--- config.mk ---
export PLATFORM = sky130hd
export DESIGN_NAME = if_id_pipeline_register
export DESIGN_NICKNAME = d
export VERILOG_FILES = /design/src/rtl/if_id_pipeline_register.sv
export SDC_FILE = /design/constraint.sdc
export NUM_CORES = 1
export LEC_CHECK = 0
export BUFFER_PORTS_ARGS = -buffer_cell sky130_fd_sc_hd__buf_4
export CORE_ASPECT_RATIO = 1.25
export CORE_UTILIZATION = 40
export CTS_CLUSTER_SIZE = 16
export DETAILED_ROUTE_END_ITERATION = 8
export PLACE_DENSITY = 0.81
export SYNTH_ARGS = -nofsm -noshare
export SYNTH_HDL_FRONTEND = slang
export SYNTH_SLANG_ARGS = --single-unit
export TNS_END_PERCENT = 50
--- constraint.sdc ---
create_clock -name clk -period 2.05 [get_ports clk]
set_clock_uncertainty 0.05 [all_clocks]
set_input_delay 0.1025 -clock clk [delete_from_list [all_inputs] [get_ports clk]]
set_output_delay 0.1025 -clock clk [all_outputs]
set_load 0.03 [all_outputs]
--- src/rtl/if_id_pipeline_register.sv ---
// IF/ID pipeline register: captures fetched pc/instruction, holds on stall, inserts a NOP
// bubble on flush, and keeps saturating stall/flush event counters for performance debug.
module if_id_pipeline_register #(
    parameter int          XLEN      = 64,
    parameter logic [31:0] NOP_INSN  = 32'h00000013,
    parameter int          CNT_WIDTH = 32
) (
    input  logic                 clk,
    input  logic                 rst,
    input  logic [XLEN-1:0]      if_pc,
    input  logic [31:0]          if_instruction,
    input  logic                 IF_ID_write,
    input  logic                 IF_ID_flush,
    output logic [XLEN-1:0]      id_pc,
    output logic [31:0]          id_instruction,
    output logic                 id_valid,
    output logic [CNT_WIDTH-1:0] stall_count,
    output logic [CNT_WIDTH-1:0] flush_count
);

    logic [XLEN-1:0]      pc_p1;
    logic [31:0]          insn_p1;
    logic                 vld_p1;
    logic [CNT_WIDTH-1:0] stall_cnt_p1;
    logic [CNT_WIDTH-1:0] flush_cnt_p1;

    // Counters stick at all-ones so a long run never reports a misleadingly small value.
    function automatic logic [CNT_WIDTH-1:0] sat_inc(input logic [CNT_WIDTH-1:0] v);
        if (&v)
            return v;
        return v + {{(CNT_WIDTH-1){1'b0}}, 1'b1};
    endfunction

    // IF -> ID stage boundary
    always_ff @(posedge clk) begin
        if (rst) begin
            pc_p1        <= '0;
            insn_p1      <= NOP_INSN;
            vld_p1       <= 1'b0;
            stall_cnt_p1 <= '0;
            flush_cnt_p1 <= '0;
        end else if (IF_ID_flush) begin
            // Flush wins over a concurrent stall; the stall is not counted.
            pc_p1        <= if_pc;
            insn_p1      <= NOP_INSN;
            vld_p1       <= 1'b0;
            flush_cnt_p1 <= sat_inc(flush_cnt_p1);
        end else if (!IF_ID_write) begin
            stall_cnt_p1 <= sat_inc(stall_cnt_p1);
        end else begin
            pc_p1        <= if_pc;
            insn_p1      <= if_instruction;
            vld_p1       <= 1'b1;
        end
    end

    assign id_pc          = pc_p1;
    assign id_instruction = insn_p1;
    assign id_valid       = vld_p1;
    assign stall_count    = stall_cnt_p1;
    assign flush_count    = flush_cnt_p1;

endmodule

==> impl_metrics.ini, run 1 <==
[placement]
globalplace.congestion = 0.890
port_buffers = 260
dp.cells = 1242
placedInstanceArea_sq_mm = 0.00899
hpwl_mm = 13.6

[cells_and_area]
final_nets = 1248
syn_to_final_growth_pct = 66.1
layoutNonFillerInstCount = 1372
drive_above_1_share = 0.347
post-route-cell-area_sq_mm = 0.0106
fillerInstances = 1084
utilization = 0.680

[yosys]
yosys.cell_count.top_type = dfxtp_1
yosysTopAreaCell = dfxtp_1
synth_fp_nets = 853
synth.top_cells.by_area = dfxtp_1, nand2_1, a21oi_1
ys_warn_count = 0
yosys-top-cells-count = dfxtp_1, nand2_1, nor2_1
syn_area_per_cell_sq_um = 8.52
synth_ff_type = dfxtp_1
synth.distinct_cells = 44
ys_seq_area_frac = 0.504
synth_edf_count = 0
async_reset_ff_frac = 0
ys_seq_elements = 161
syn_area_sq_mm = 0.00640
synthDominantCellAreaShare = 0.504
synth_cells = 751

[sta]
period_needed_ns = 1.98
fmax_mhz = 505
hold_viol_final = 0
fin_crit_sh = 0.967
relSlewSlack = 0.511
rsz0062_at_grt = true
slew_viol_final = 0
finalSetupTns_ns = 0
tightest_slew_ns = 0.734
setup_viol = 0

[setup_path]
r2r_start = stall_count[29]
arrival_ns = 2.22
r2r_slack_ns = 0.07
cp.required_ns = 2.29
critPathLaunchType = flop
reg2reg_to = stall_count[1]
r2r_cells = 7
path_max_fanout = 6
path_class = reg2reg
crit_path_end_kind = flop

[clock_network]
cts_setup_buffers = 0
htreeDepth = 4
cts.sinks = 161
clk_pin_slew_ns = 0.06
clockBufferDepth = 2
cts_tree = yes
cts_made_buffers = 17
root_buffer = clkbuf_16
insertion_delay_ns = 0.42

[route]
drt_iter0_markers = 437
drc = 0
dr.pass1.iters = 6
wirelength_mm = 22.4
vias = 7017
postRouteAntennaNets = 0
avgRoutedWirePerCell_um = 16.3
via_per_inst = 5.11

[floorplanning]
dieArea_sq_mm = 0.0165
ios = 261
die_h_um = 143
num_rows = 51
die_w_um = 115
initial_core_util = 0.409
coreArea_sq_mm = 0.0156

[grt]
antenna_found_initial = 1
grt_pass1_wl_mm = 33.2
grtUsageTotal = 0.259
grt_max_degree = 68
grt_pass1_vias = 6712
gr-total-overflow = 0

[worst_hold_path]
hp-start = IF_ID_flush
hold_end = id_instruction[4]
holdPathStages = 4
hp-class = in2reg

[job]
cap_violations = 0

[pwr]
finalPower_mw = 7.51
peakVddDrop_mv = 0.466
cellLeakagePower_nw = 4.81
p_per_area_mw_per_mm2 = 706

[run_status]
status = finished clean
-- final cells by class --
cell class	count	area, sq um	share of cell area
sequential	161	3270	0.308
tap	212	265	0.0249
multi-input combinational	544	3080	0.290
clock buffer	20	468	0.0440
inverter	2	7.51	0.000706
timing repair buffer	420	3410	0.321
clock inverter	11	126	0.0119
antenna	2	5.00	0.000471
-- stage by stage --
step / setup WS (ns) / hold slack, ns
finish: 0.0680 / 0.133
global route: -0.0507 / 0.143
CTS: 0.00131 / 0.116
detailed placement: -0.00310 / 0.278
global placement: 0.0402 / 0.276
floorplan: -0.0146 / 0.168
-- per-layer routing --
metal  part of all wire  track usage
met1               0.38        0.276
met2               0.51        0.454
met3              0.064       0.0633
met4              0.050        0.165
met5                  0            0
-- registers in the layout, indices dropped and copies added, names as in the netlist --
register and count:
id_instruction 32, stall_count 32, id_pc 64, id_valid 1, flush_count 32
-- report_power, final --
part / switching, mW / internal (mW)
Sequential: 0.0637 / 3.23
Clock: 1.30 / 1.90
Combinational: 0.546 / 0.470
Total: 1.91 / 5.60
-- how the worst max path moves through the flow --
| stage | depth (start not counted) | to | from | slack (ns) |
|---|---|---|---|---|
| CTS | 7 | flush_count[29] | flush_count[30] | 0.001 |
| floorplan | 8 | stall_count[9] | stall_count[14] | -0.01 |
| global placement | 7 | flush_count[11] | flush_count[30] | 0.04 |
| finish | 7 | stall_count[1] | stall_count[29] | 0.07 |
| global route | 6 | stall_count[26] | stall_count[13] | -0.05 |
| detailed placement | 7 | stall_count[15] | stall_count[0] | -0.003 |
-- cells in the final DEF, fill, tap and decap left out, types with 21 or more instances in the layout --
master         count
nand2_1          155
mux2i_1           34
nor2_1            96
xor2_1            33
nand3_1           21
a21oi_1           75
nand4_1           28
buf_4            322
dfxtp_1          137
dlygate4sd3_1     97
-- what timing repair did --
action                                  CTS  global route
resized for setup                         1            12
endpoints found under the hold margin   104             0
hold buffers                             97             0
pin swaps                                 0             5
endpoints found under the setup margin    1            35
-- logic make-up after synthesis --
| group | count (synthesis) | synth area share |
|---|---|---|
| multiplexers | 35 | 0.0549 |
| AND/OR/NAND/NOR | 366 | 0.264 |
| adder cells (fa/ha/maj) | 2 | 0.00391 |
| AO/OA/AOI/OAI | 91 | 0.0739 |
| flip-flops | 161 | 0.504 |
| XOR/XNOR | 50 | 0.0684 |
| buffers and inverters | 46 | 0.0317 |
-- critical path, cell delays in order (launching register included) --
cell	delay, ns
dfxtp_1	0.42
and4_1	0.26
nor3b_2	0.22
buf_4	0.17
nand4_1	0.26
nand2_1	0.24
mux2i_1	0.20
nor2_1	0.05
Note: power is estimated with default switching activity, not from simulation.
==> inputs of run 2 (changes only) <==
--- a/config.mk
+++ b/config.mk
@@ -10,6 +10,7 @@
 export CORE_UTILIZATION = 40
 export CTS_CLUSTER_SIZE = 16
 export DETAILED_ROUTE_END_ITERATION = 8
+export GPL_TIMING_DRIVEN = 0
 export PLACE_DENSITY = 0.81
 export SYNTH_ARGS = -nofsm -noshare
 export SYNTH_HDL_FRONTEND = slang
==> impl_metrics.ini, run 2 (same netlist as run 1, synthesis figures left out) <==
[placement]
dp.cells = 1222
globalplace.congestion = 0.844
port_buffers = 259
placedInstanceArea_sq_mm = 0.00869
hpwl_mm = 14.3

[clock_network]
cts.sinks = 161
htreeDepth = 4
cts_tree = yes
clockBufferDepth = 2
root_buffer = clkbuf_16
cts_made_buffers = 17
clk_pin_slew_ns = 0.06
insertion_delay_ns = 0.43

[pwr]
switching_share = 0.265
seq_power_share = 0.448
power_frac_comb = 0.140
peakVddDrop_mv = 0.445
power.internal_mw = 5.40
p_per_area_mw_per_mm2 = 701
cellLeakagePower_nw = 4.63
pwr-share-clk = 0.411
p_switching_mw = 1.95

[setup_path]
critPathLaunchType = flop
r2r_cells = 6
slowest_delay_ns = 0.42
cp.required_ns = 2.29
path_max_fanout = 6
crit_path_end_kind = flop
path_cells = and4_1, nor3b_4, nand4_1, nand2_1, mux2i_1, nor2_1
cp_slowest_cell = dfxtp_1
arrival_ns = 2.23
path_class = reg2reg

[grt]
antenna_found_initial = 0
grt_max_degree = 17
grtUsageTotal = 0.263
grt_pass1_vias = 6830
gr-total-overflow = 0
grt_pass1_wl_mm = 33.4

[sta]
relSlewSlack = 0.459
setup_viol = 0
hold_viol_final = 0
tightest_slew_ns = 0.811
hold_slack_ns = 0.0219
slew_viol_final = 0
fmax_mhz = 502
fin_crit_sh = 0.971
period_needed_ns = 1.99

[floorplanning]
initial_core_util = 0.409
die_h_um = 143
dieArea_sq_mm = 0.0165
num_rows = 51
ios = 261
die_w_um = 115
coreArea_sq_mm = 0.0156

[route]
vias = 7045
postRouteAntennaNets = 0
dr.pass1.iters = 5
drt_iter0_markers = 375
drc = 0
avgRoutedWirePerCell_um = 17.0
via_per_inst = 5.17
wirelength_mm = 23.2

[cells_and_area]
utilization = 0.670
drive_above_1_share = 0.325
final_nets = 1241
diodes = 0
layout_common_cells = buf_4, nand2_1, dfxtp_1, dlygate4sd3_1, nor2_1
layoutNonFillerInstCount = 1363
post-route-cell-area_sq_mm = 0.0105
final_common_cell = buf_4
largest_reg_flops = 64
syn_to_final_growth_pct = 63.6

[worst_hold_path]
hp-class = in2reg
holdPathStages = 3

[run_status]
status = finished clean

[job]
cap_violations = 0
==> run 2: cell count changes in the layout (fill, tap and decap cells not counted), moves of 3 or more <==
cell      change
clkbuf_1     +25
buf_1         +7
nor3_1        -4
buf_4        -45
nor3_2        +4
buf_6         +3
==> run 2: power by group through the flow <==
stage	sequential, mW	clock [mW]	combinational, mW
after floorplan	3.56	0	0.231
after global placement	3.35	0	0.823
after detailed placement	3.36	0	0.837
after CTS	3.29	3.05	0.994
after global routing	3.30	3.20	1.08
final	3.29	3.02	1.03
==> run 2: worst max-delay path, delay by kind of cell (launching register included) <==
family        cells  cell delay (ns)
simple gates      5             1.17
flops             1             0.42
mux               1             0.22
==> run 2: path summary, 6_finish.rpt <==
check,start,to,slack [ns]
worst max-delay path,stall_count[28],stall_count[1],0.06
worst min-delay path,rst,flush_count[31],0.02
worst max register to register,stall_count[28],stall_count[1],0.06
worst min register to register,id_pc[19],id_pc[19],0.40
==> run 2: per-stage QoR <==
stage	TNS, ns	power, mW	setup WS (ns)
after floorplan	-0.0606	3.79	-0.0146
after global placement	-1.44	4.17	-0.189
after detailed placement	-2.04	4.19	-0.210
after CTS	-0.00822	7.33	-0.00822
after global routing	-0.0980	7.58	-0.0439
final	0	7.34	0.0586
==> run 2: metal layers <==
metal | wire [um] | GRT usage | share of wire | vias up
li1 | - | - | - | 3312
met1 | 8540 | 0.265 | 0.37 | 3291
met2 | 12100 | 0.481 | 0.52 | 335
met3 | 1560 | 0.0696 | 0.067 | 107
met4 | 1080 | 0.159 | 0.046 | 0
met5 | 0 | 0 | 0 | -
==> run 2: final cells by class <==
| type | instances | area, sq um |
|---|---|---|
| repair buffers | 375 | 3060 |
| fillers | 1104 | 5160 |
| clock inverters | 12 | 106 |
| well taps | 212 | 265 |
| inverters | 2 | 7.51 |
| clock buffers | 19 | 443 |
| multi-input cells | 544 | 3130 |
| flip-flops and latches | 161 | 3280 |
| plain buffers | 38 | 180 |
==> run 2: timing repair <==
| item | 4_1_cts | 5_1_grt |
|---|---|---|
| pin swaps | 5 | 8 |
| gates resized for setup | 18 | 20 |
| endpoints found under the setup margin | 37 | 43 |
| hold buffers | 99 | 0 |
| hold endpoints to repair | 96 | 0 |
| buffers inserted | 10 | 7 |
| cloned | 0 | 0 |
